## config.mk

```make
export PLATFORM = sky130hd
export DESIGN_NAME = seg7_scan_controller
export DESIGN_NICKNAME = d
export VERILOG_FILES = /design/src/rtl/seg7_pkg.sv /design/src/rtl/seg7_refresh_prescaler.sv /design/src/rtl/seg7_scan_controller.sv
export SDC_FILE = /design/constraint.sdc
export NUM_CORES = 1
export LEC_CHECK = 0
export BUFFER_PORTS_ARGS = -buffer_cell sky130_fd_sc_hd__buf_2
export CORE_MARGIN = 3
export CORE_UTILIZATION = 40
export DETAILED_ROUTE_END_ITERATION = 12
export PLACE_DENSITY_LB_ADDON = 0.25
export SLEW_MARGIN = 40
export SYNTH_ARGS = -nofsm -noshare
export SYNTH_HDL_FRONTEND = slang
export SYNTH_HIERARCHICAL = 1
export SYNTH_SLANG_ARGS = --single-unit
```

## constraint.sdc

```tcl
create_clock -name CLK -period 1.7 [get_ports CLK]
set_input_delay 0.34 -clock CLK [delete_from_list [all_inputs] [get_ports CLK]]
set_output_delay 0.34 -clock CLK [all_outputs]
set_load 0.02 [all_outputs]
```

## src/rtl/seg7_pkg.sv

```systemverilog
`default_nettype none
// ============================================================================
// seg7_pkg : shared constants and types for the 7-segment scan controller
// Rev 1.0
// ============================================================================
package seg7_pkg;

   localparam int DIGIT_COUNT      = 4;
   localparam int SLOT_W           = 2;
   localparam int DEFAULT_PRESCALE = 100000;

   typedef logic [SLOT_W-1:0] slot_idx_t;

endpackage : seg7_pkg
`default_nettype wire

```

## src/rtl/seg7_refresh_prescaler.sv

```systemverilog
`default_nettype none
// ============================================================================
// seg7_refresh_prescaler : free-running divider, one-cycle TICK every PRESCALE
// Rev 1.0
// ============================================================================
module seg7_refresh_prescaler
   import seg7_pkg::*;
#(
   parameter int PRESCALE = DEFAULT_PRESCALE,
   parameter int CNT_W    = 17
) (
   input  logic CLK,
   input  logic RESET,
   output logic TICK
);

   localparam logic [CNT_W-1:0] C_LAST = CNT_W'(PRESCALE - 1);

   logic [CNT_W-1:0] r_count;
   logic             w_last;

   assign w_last = (r_count == C_LAST);
   assign TICK   = w_last;

   always_ff @(posedge CLK) begin
      if (RESET) begin
         r_count <= '0;
      end else if (w_last) begin
         r_count <= '0;
      end else begin
         r_count <= r_count + CNT_W'(1);
      end
   end

endmodule : seg7_refresh_prescaler
`default_nettype wire

```

## src/rtl/seg7_scan_controller.sv

```systemverilog
`default_nettype none
// ============================================================================
// seg7_scan_controller : 4-digit multiplexed display scan with frame-aligned
// double-buffered load (req/ack). Rev 1.0
// ============================================================================
module seg7_scan_controller
   import seg7_pkg::*;
#(
   parameter int PRESCALE = DEFAULT_PRESCALE,
   parameter int CNT_W    = 17
) (
   input  logic                       CLK,
   input  logic                       RESET,
   input  logic                       LOAD_REQ_IN,
   input  logic [4*DIGIT_COUNT-1:0]   DIGITS_IN,
   input  logic [DIGIT_COUNT-1:0]     DOTS_IN,
   output logic                       LOAD_ACK_OUT,
   output logic                       FRAME_DONE_OUT,
   output logic [SLOT_W-1:0]          SEG_SELECT_OUT,
   output logic [3:0]                 BIN_OUT,
   output logic                       DOT_OUT
);

   localparam slot_idx_t C_LAST_SLOT = slot_idx_t'(DIGIT_COUNT - 1);

   logic                     w_tick;
   logic                     w_boundary;
   slot_idx_t                r_index;
   logic [4*DIGIT_COUNT-1:0] r_digits;
   logic [DIGIT_COUNT-1:0]   r_dots;
   logic                     r_ack;
   logic                     r_frame_done;

   seg7_refresh_prescaler #(
      .PRESCALE (PRESCALE),
      .CNT_W    (CNT_W)
   ) u_prescaler (
      .CLK   (CLK),
      .RESET (RESET),
      .TICK  (w_tick)
   );

   assign w_boundary = w_tick && (r_index == C_LAST_SLOT);

   // The index wraps 3->0 naturally on the boundary tick, so a capture on
   // that edge always starts the new frame at slot 0.
   always_ff @(posedge CLK) begin
      if (RESET) begin
         r_index      <= '0;
         r_digits     <= '0;
         r_dots       <= '0;
         r_ack        <= 1'b0;
         r_frame_done <= 1'b0;
      end else begin
         r_ack        <= 1'b0;
         r_frame_done <= w_boundary;
         if (w_tick) begin
            r_index <= r_index + slot_idx_t'(1);
         end
         if (w_boundary && LOAD_REQ_IN) begin
            r_digits <= DIGITS_IN;
            r_dots   <= DOTS_IN;
            r_ack    <= 1'b1;
         end
      end
   end

   assign SEG_SELECT_OUT = r_index;
   assign BIN_OUT        = r_digits[{r_index, 2'b00} +: 4];
   assign DOT_OUT        = r_dots[r_index];
   assign LOAD_ACK_OUT   = r_ack;
   assign FRAME_DONE_OUT = r_frame_done;

endmodule : seg7_scan_controller
`default_nettype wire

```

==> metrics, run 1 <==
run status=finished, violations left; failing checks=negative setup slack; Core Box Area=4564 um2; cells after synthesis=195; fmax=565.9 MHz; crit path DAT=1.43 ns; PortBufs=31; vias in the first global route=1439; crit end category=output port; Initial DRT Pass Iterations=4; worst hold slack=0.3060 ns; crit path max fanout=4; Final #Nets=269; top-count cell post-synth=dfxtp_1; H-tree Lvls=2; I/O pin count=32; clock latency on the worst-skew pair=0.29 ns; routed wire length=4.051 mm; worst r2r src=u_prescaler/r_count[0]; sequential share of the synthesized area=41.52%; CP startpoint=SEG_SELECT_OUT[1]; post-synth top area cell=dfxtp_1; Syn Nets=220; clk slew on worst S/H paths=0.07 ns; setup ws final=-0.06702 ns; P&R area growth vs syn=25.82%; Tot GR Track Use=13.38%; Vias=1466; final setup violation count=4; die area=5822 um2; count of flip-flops with a built-in enable after synthesis=0; Slew HR=76.00%; Final Wtd Congestion=0.8171; Pins Over Slew Limit=0; Critical Path Slowest Stage Cell=mux4_2; Seq cells post-synth=41; Synth area leaders=dfxtp_1 (42%), nand2b_1 (13%), mux2i_1 (11%); Max Root-Sink Buffers=2; Max-cap violations=0; Post-Syn Area per Cell=10.14 um2; Post-synth ARST share=0%; Placed Cells=296; VDD IR max=0.5056 mV; Hold Path Origin=DIGITS_IN[6]; n_diodes=0; Final period util=103.9%; die width=76.30 um; Worst Reg-to-Reg Cells=7; Synth cell types=30; RSZ-0062 raised after global routing=true; fin cells=310; largest net degree at the start of global routing=28; synth cell count leaders=dfxtp_1 (41), nand2b_1 (40), mux2i_1 (21); Root Driver=clkbuf_8; PnR Total Power=1.673 mW; final hold violation count=0; crit path kind=reg2out; ANT nets after route=0; Synth Flop Type=dfxtp_1; first-pass GRT wire length=6.361 mm; DR DRC count=0; WP data required=1.36 ns; initial antenna violation count=0; CTS sink cnt=41; CP most frequent cell=buf_6; Initial Util=43.31%; CTS tree=yes; top-area cell type share of the netlist area=41.52%; Final HPWL DP=2.651 mm; Period minus WS final=1.767 ns; GRT overflow=0; hold path depth=3; Hold WC Path Type=in2reg; Post-Route Skew=0.003434 ns; row count=24; LEAKAGE=0.9155 nW; share of cells above drive strength 1=31.84%; vias per cell=4.729; Cell Area, Synth=1977 um2; Avg WL per Cell=13.07 um; CP startpoint kind=flip-flop; synth warn=6; max incr delay on CP=0.52 ns; CTS buffer count=5; setup TNS=-0.2124 ns; Tightest Pin Transition=0.3599 ns; worst-path cell chain=buf_6, mux4_2, buf_6; Pwr Density=672.6 nW/um2; DR iter-0 viols=73; die span in y=76.30 um
metrics by stage:
step           worst slack, ns  util, %  area (um2)
2_1_floorplan         0.005873        -        1982
3_3_place_gp           0.08140    49.40        2255
3_5_place_dp           0.02847    49.40        2255
4_1_cts               -0.07722    52.00        2374
5_1_grt                -0.1300    54.50        2487
6_report              -0.06702    54.50        2487
cells by family after synthesis:
logic type               after synthesis  synth area share (%)
XOR/XNOR                              14                 6.203
AND/OR/NAND/NOR                       93                 27.34
AO/OA/AOI/OAI                          5                 1.709
flip-flops                            41                 41.52
multiplexers                          26                 16.33
buffers and inverters                 14                 5.633
adder cells (fa/ha/maj)                2                 1.266
sequential cells by signal (all words and copies together), names as in the netlist:
signal and cells:
u_prescaler/r_count 17, r_digits 16, SEG_SELECT_OUT 2, FRAME_DONE_OUT 1
LOAD_ACK_OUT 1, r_dots 4
power breakdown:
part           total, mW  internal [mW]  switching, mW  leakage [nW]
combinational      0.101         0.0566         0.0441         0.543
sequential         0.972          0.965        0.00672         0.333
clock              0.600          0.292          0.309        0.0395
total               1.67           1.31          0.359         0.916
cell usage in the layout, fill, tap and decap left out, types with 5 or more instances in the layout:
master and n:
clkbuf_8 5, xor2_1 5, mux2i_1 21, dfxtp_1 36
xnor2_1 9, mux4_2 5, nand2_1 5, nand2b_1 40
nor2_1 19, buf_6 7, nand3_1 5, buf_4 18
buf_2 26
final timing paths:
kind / end / slack, ns
worst max-delay path: BIN_OUT[3] / -0.07
worst min-delay path: r_digits[6] / 0.31
worst max register to register: r_digits[1] / 0.04
worst min register to register: r_digits[4] / 0.47
worst max-delay path: cells and delay by family, from the launching register on:
| family | cells | cell delay (ns) |
|---|---|---|
| flip-flops | 1 | 0.35 |
| multiplexers | 1 | 0.52 |
| buffers and inverters | 2 | 0.27 |
metal layers:
layer | share of wire, % | routed length, um | GRT usage [%]
met1 | 51 | 2080 | 17.86
met2 | 44 | 1779 | 20.04
met3 | 3.8 | 154 | 5.556
met4 | 0.89 | 36 | 3.261
met5 | 0 | 0 | 0
layout make-up:
type | count | area, um2
clock buffer | 8 | 80.08
fill | 462 | 2077
multi-input combinational | 140 | 1075
sequential | 41 | 829.5
tap | 65 | 81.33
inverter | 2 | 7.507
timing repair buffer | 54 | 414.1
timing repair:
item	4_1_cts	5_1_grt
hold buffers	0	0
buffers inserted	1	2
pin swaps	0	1
endpoints found under the setup margin	5	25
gates cloned	0	3
resized for setup	11	12
(Power assumes the default switching activity.)
==> inputs of run 2 (changes only) <==
clock period = 1.4 ns   (was 1.7 ns; I/O delays follow)
==> run 2 against run 1 <==
  * The run still ends with negative setup slack left
  * Worst hold slack got worse by 0.070 ns
  * Clock-buffer cell count fell by 1
  * Wire length rose by 13%
  * Flip-flop and latch count did not move
  * First-iteration DRC count fell by 34%
  * Via count rose by 9.2%
  * Sequential share of layout area fell by 4.0 points
  * Combinational power rose by 63%
  * Design area rose by 16%
==> metrics, run 2 (synthesized netlist as in run 1, its figures left out) <==
run status=finished, violations left; failing checks=negative setup slack; die area=5822 um2 (unchanged); routed wire length=4.584 mm (+13%); Reg area=847.1 um2 (+2.1%); initial antenna violation count=0 (unchanged); first-pass GRT wire length=7.100 mm (+12%); Core Box Area=4564 um2 (unchanged); clock latency on the worst-skew pair=0.30 ns (about the same); I/O pin count=32 (unchanged); Critical Path Slowest Stage Cell=dfxtp_1; RSZ-0062 raised after global routing=true; fill count=389 (-16%); Final Wtd Congestion=0.8347 (+2.2%); Slew HR=78.95% (+2.9 points); P&R area growth vs syn=46.01%; Tot GR Track Use=15.02% (+1.6 points); Hold Path Origin=DIGITS_IN[1]; Pins Over Slew Limit=0 (unchanged); Initial Util=43.31% (unchanged); vias per cell=4.881 (+3.2%); H-tree Lvls=2 (unchanged); share of cells above drive strength 1=47.15% (+15 points); WP data required=1.63 ns (+0.27 ns); area of the multi-input gates=1252 um2 (+17%); DR DRC count=0 (unchanged); CTS sink cnt=41 (unchanged); Final period util=117.9%; clk slew on worst S/H paths=0.08 ns (about the same); Max-cap violations=0 (unchanged); Period minus WS final=1.651 ns; CP most frequent cell=and3_4; n_diodes=0 (unchanged); LEAKAGE=1.129 nW (+23%); Root Driver=clkbuf_8; most frequent cells in the layout=nand2b_1 (40), dfxtp_1 (32), buf_4 (32); PortBufs=31 (unchanged); worst hold slack=0.2363 ns (-0.06970 ns); crit path kind=reg2reg; VDD IR max=0.5221 mV (+3.3%); vias in the first global route=1605 (+12%); DR iter-0 viols=48 (-34%); final hold violation count=0 (unchanged); crit path max fanout=9 (+5); worst r2r src=u_prescaler/r_count[14]; crit end category=flip-flop; die width=76.30 um (unchanged); Bufs and invs on worst path=1 (-1); max reg flops=17 (unchanged); CP startpoint kind=flip-flop; final setup violation count=45 (+41); worst-path cell chain=nand4bb_1, nor3_1, and3_4, and3_4, buf_12, mux2i_1; CTS buffer count=5 (unchanged); Final #Nets=287 (+6.7%); CP startpoint=u_prescaler/r_count[14]; Core Util, Final=63.24% (+8.7 points); CP delay by family, top=simple AND/OR/NAND/NOR gates; CTS tree=yes; Max Root-Sink Buffers=2 (unchanged); fmax=605.9 MHz; Pwr Density=809.5 nW/um2 (+20%); biggest regs=u_prescaler/r_count x17, r_digits x16, r_dots x4; largest net degree at the start of global routing=31 (+11%); setup TNS=-6.872 ns (-6.659 ns); Hold WC Path Type=in2reg; PnR Total Power=2.337 mW (+40%); max incr delay on CP=0.32 ns (-0.20 ns); GRT overflow=0 (unchanged); die span in y=76.30 um (unchanged); commonest non-fill, non-tap cell in the layout=nand2b_1; Avg WL per Cell=13.98 um (+6.9%); Final HPWL DP=2.964 mm (+12%); setup ws final=-0.2505 ns (-0.1835 ns); Tightest Pin Transition=0.3133 ns (-0.04661 ns); Post-Route Skew=0.008915 ns (+0.005481 ns); Vias=1601 (+9.2%); register bank with the most flops=u_prescaler/r_count; ANT nets after route=0 (unchanged); crit path DAT=1.88 ns (+0.45 ns); row count=24 (unchanged); Initial DRT Pass Iterations=4 (unchanged)
-- run 2: cell count changes in the layout (fill, tap and decap cells not counted), sizes merged --
cell / previous run / this run
bufinv: 0 / 1
buf: 52 / 71
clkbuf: 10 / 8
-- run 2: timing repair --
item	4_1_cts	5_1_grt
resized for setup	20	40
pin swaps	3	11
hold buffers	0	0
setup buffers	1	2
setup endpoints to repair	32	44
cloned	0	1
-- run 2: final timing paths --
path                                     to  slack (ns)  cells after the start
worst max-delay path            r_digits[3]       -0.25                      6
worst min-delay path            r_digits[1]        0.24                      3
worst min register to register    r_dots[3]        0.47                      2
worst max register to register  r_digits[3]       -0.25                      6
-- run 2: area by class of cell --
class	instances	share of cell area, %
multi-input combinational	140	43.39
tap	65	2.818
inverter	2	0.2601
clock inverter	1	1.040
timing repair buffer	72	20.16
sequential	41	29.35
clock buffer	7	2.991
-- run 2: report_power, final --
part / total (mW) / leakage [nW] / switching (mW) / internal (mW)
Sequential: 1.18 / 0.337 / 0.00902 / 1.17
Combinational: 0.165 / 0.734 / 0.0695 / 0.0958
Clock: 0.996 / 0.0585 / 0.415 / 0.582
-- run 2: layer usage --
layer / vias to the layer above / GRT usage [%] / routed length (um)
met5: - / 0 / 0
met4: 0 / 5.978 / 95
met3: 10 / 3.783 / 166
met2: 35 / 25.13 / 2415
met1: 761 / 18.43 / 1906
li1: 795 / - / -
-- run 2: metrics by stage --
| step | cells | setup WS, ns | instance area (um2) |
|---|---|---|---|
| after floorplan | 195 | -0.2099 | 2023 |
| after global placement | 316 | -0.1523 | 2462 |
| after detailed placement | 316 | -0.1965 | 2462 |
| after CTS | 325 | -0.2634 | 2661 |
| after global routing | 328 | -0.3155 | 2887 |
| final | 328 | -0.2505 | 2887 |
-- run 2: worst reg2reg max path, cell delays in order (launching register included) --
cell,delay [ns]
dfxtp_1,0.32
nand4bb_1,0.18
nor3_1,0.27
and3_4,0.26
and3_4,0.23
buf_12,0.15
mux2i_1,0.18
==> inputs of run 3 (changes only) <==
SETUP_SLACK_MARGIN = 0.1   (was default)
==> run 3 against run 2 <==
  * The flow still finishes with violations (negative setup slack)
  * Die area is the same
  * Final cell count unchanged
  * Register-to-register slack got worse by 0.04 ns
  * Clock skew about the same
  * Sequential power barely moved
  * Via count is 0.50% higher
  * Core utilization increased by 1.2 points
  * Highest routed layer unchanged
==> metrics, run 3 (synthesized netlist as in run 1, its figures left out) <==
run status=finished, violations left; failing checks=negative setup slack; VDD IR max=0.5126 mV (-1.8%); share of cells above drive strength 1=51.71% (+4.6 points); DP Worst Slack=-0.2924 ns (-0.09587 ns); Slew HR=74.74% (-4.2 points); Final #Nets=287 (unchanged); Hold WC Path Type=in2reg; P&R area growth vs syn=48.67%; crit path DAT=1.92 ns (+0.04 ns); Vias=1609 (+0.50%); LEAKAGE=1.139 nW (+0.86%); max incr delay on CP=0.36 ns (+0.04 ns); Switch Pwr=522.8 uW (+6.1%); Initial DRT Pass Iterations=4 (unchanged); clock latency on the worst-skew pair=0.30 ns (about the same); n_diodes=0 (unchanged); CTS sink cnt=41 (unchanged); Initial Util=43.31% (unchanged); final hold violation count=0 (unchanged); most frequent cells in the layout=nand2b_1 (40), dfxtp_1 (28), buf_4 (27); vias in the first global route=1663 (+3.6%); Period minus WS final=1.694 ns (+0.04363 ns); area post-placement=2426 um2 (-1.5%); clock share of power=42.0% (-0.6 points); RSZ-0062 raised after global routing=true; biggest regs=u_prescaler/r_count x17, r_digits x16, r_dots x4; worst-path cell chain=ha_4, nand4_1, nor2_2, and3_4, and3_4, buf_12, mux2i_1; register bank with the most flops=u_prescaler/r_count; WP data required=1.63 ns (about the same); DR iter-0 viols=78 (+63%); Final period util=121.0% (+3.1 points); hold path depth=3 (unchanged); PortBufs=31 (unchanged); Core Box Area=4564 um2 (unchanged); largest net degree at the start of global routing=31 (unchanged); worst hold slack=0.2329 ns (-0.003396 ns); Worst Reg-to-Reg Cells=7 (+1); Root Driver=clkbuf_8; I/O pin count=32 (unchanged); first-pass GRT wire length=7.624 mm (+7.4%); max reg flops=17 (unchanged); Max-cap violations=0 (unchanged); Tot GR Track Use=16.05% (+1.0 points); initial antenna violation count=0 (unchanged); crit path kind=reg2reg; DR DRC count=0 (unchanged); Max Root-Sink Buffers=2 (unchanged); Comb power frac=7.4% (+0.3 points); CP most frequent cell=and3_4; vias per cell=4.905 (+0.50%); Final Wtd Congestion=0.7282 (-13%); ANT nets after route=0 (unchanged); CTS buffer count=5 (unchanged); row count=24 (unchanged); routed wire length=4.800 mm (+4.7%); Critical Path Slowest Stage Cell=dfxtp_2; CP startpoint kind=flip-flop; clk slew on worst S/H paths=0.09 ns (about the same); crit end category=flip-flop; die span in y=76.30 um (unchanged); crit path max fanout=8 (-1); H-tree Lvls=2 (unchanged); CTS tree=yes; Final HPWL DP=2.864 mm (-3.4%); fin area=2939 um2 (+1.8%); fmax=590.3 MHz (-2.6%); Tightest Pin Transition=0.3756 ns (+0.06230 ns); PnR Total Power=2.322 mW (-0.64%); fin cells=328 (unchanged); die width=76.30 um (unchanged); Pins Over Slew Limit=0 (unchanged); fill count=380 (-2.3%); GRT overflow=0 (unchanged); final setup violation count=45 (unchanged); die area=5822 um2 (unchanged); Placed Cells=312 (-1.3%); Pwr Density=789.9 nW/um2 (-2.4%); Post-Route Skew=0.008626 ns (-0.0002895 ns); commonest non-fill, non-tap cell in the layout=nand2b_1; Cell Int Power=1.799 mW (-2.4%); Net Sw Frac=22.52% (+1.4 points); Avg WL per Cell=14.63 um (+4.7%); Hold-fix buffers, CTS=0 (unchanged); Seq pwr share=50.6% (+0.3 points); setup ws final=-0.2941 ns (-0.04363 ns)
run 3: worst paths after layout:
path,startpoint,endpoint,slack [ns]
min,DIGITS_IN[4],r_digits[4],0.23
max reg2reg,u_prescaler/r_count[1],r_digits[13],-0.29
min reg2reg,r_digits[0],r_digits[0],0.47
max,u_prescaler/r_count[1],r_digits[13],-0.29
run 3: stage by stage:
stage               TNS (ns)  utilization, %
floorplan             -4.101               -
global placement      -4.545           53.15
detailed placement    -5.681           53.15
CTS                   -5.584           60.09
global route          -12.08           64.39
finish                -7.935           64.39
run 3: per-layer routing:
metal  vias up  global-route usage (%)  wire length [um]  part of all wire [%]
li1        802                       -                 -                     -
met1       769                   19.71              2001                    42
met2        28                   27.94              2571                    54
met3        10                   2.837               144                   3.0
met4         0                   5.978                82                   1.7
met5         -                       0                 0                     0
run 3: layout make-up:
type                       instances  area, um2  share of cell area, %
sequential                        41      847.1                  28.82
tap                               65      81.33                  2.767
clock inverter                     3      45.04                  1.533
clock buffer                       5      68.82                  2.341
timing repair buffer              72      595.6                  20.26
inverter                           2      7.507                 0.2554
multi-input combinational        140       1294                  44.02
run 3: repair_timing:
action | in CTS | in global routing
gates resized for setup | 34 | 42
pin swaps | 8 | 15
setup buffers | 3 | 3
cloned | 2 | 0
setup endpoints to repair | 47 | 47
run 3: critical path, delay by kind of cell, from the launching register on:
family        cells  cell delay [ns]
fa+ha+maj         1             0.13
buf+inv           1             0.15
flops             1             0.36
mux               1             0.20
simple gates      4             0.80
run 3: power by group through the flow:
| stage | logic, mW | clock network [mW] | registers, mW |
|---|---|---|---|
| floorplan | 0.0678 | 0 | 1.20 |
| global placement | 0.127 | 0 | 1.20 |
| detailed placement | 0.128 | 0 | 1.20 |
| CTS | 0.144 | 0.997 | 1.17 |
| global route | 0.190 | 1.06 | 1.18 |
| finish | 0.173 | 0.975 | 1.17 |
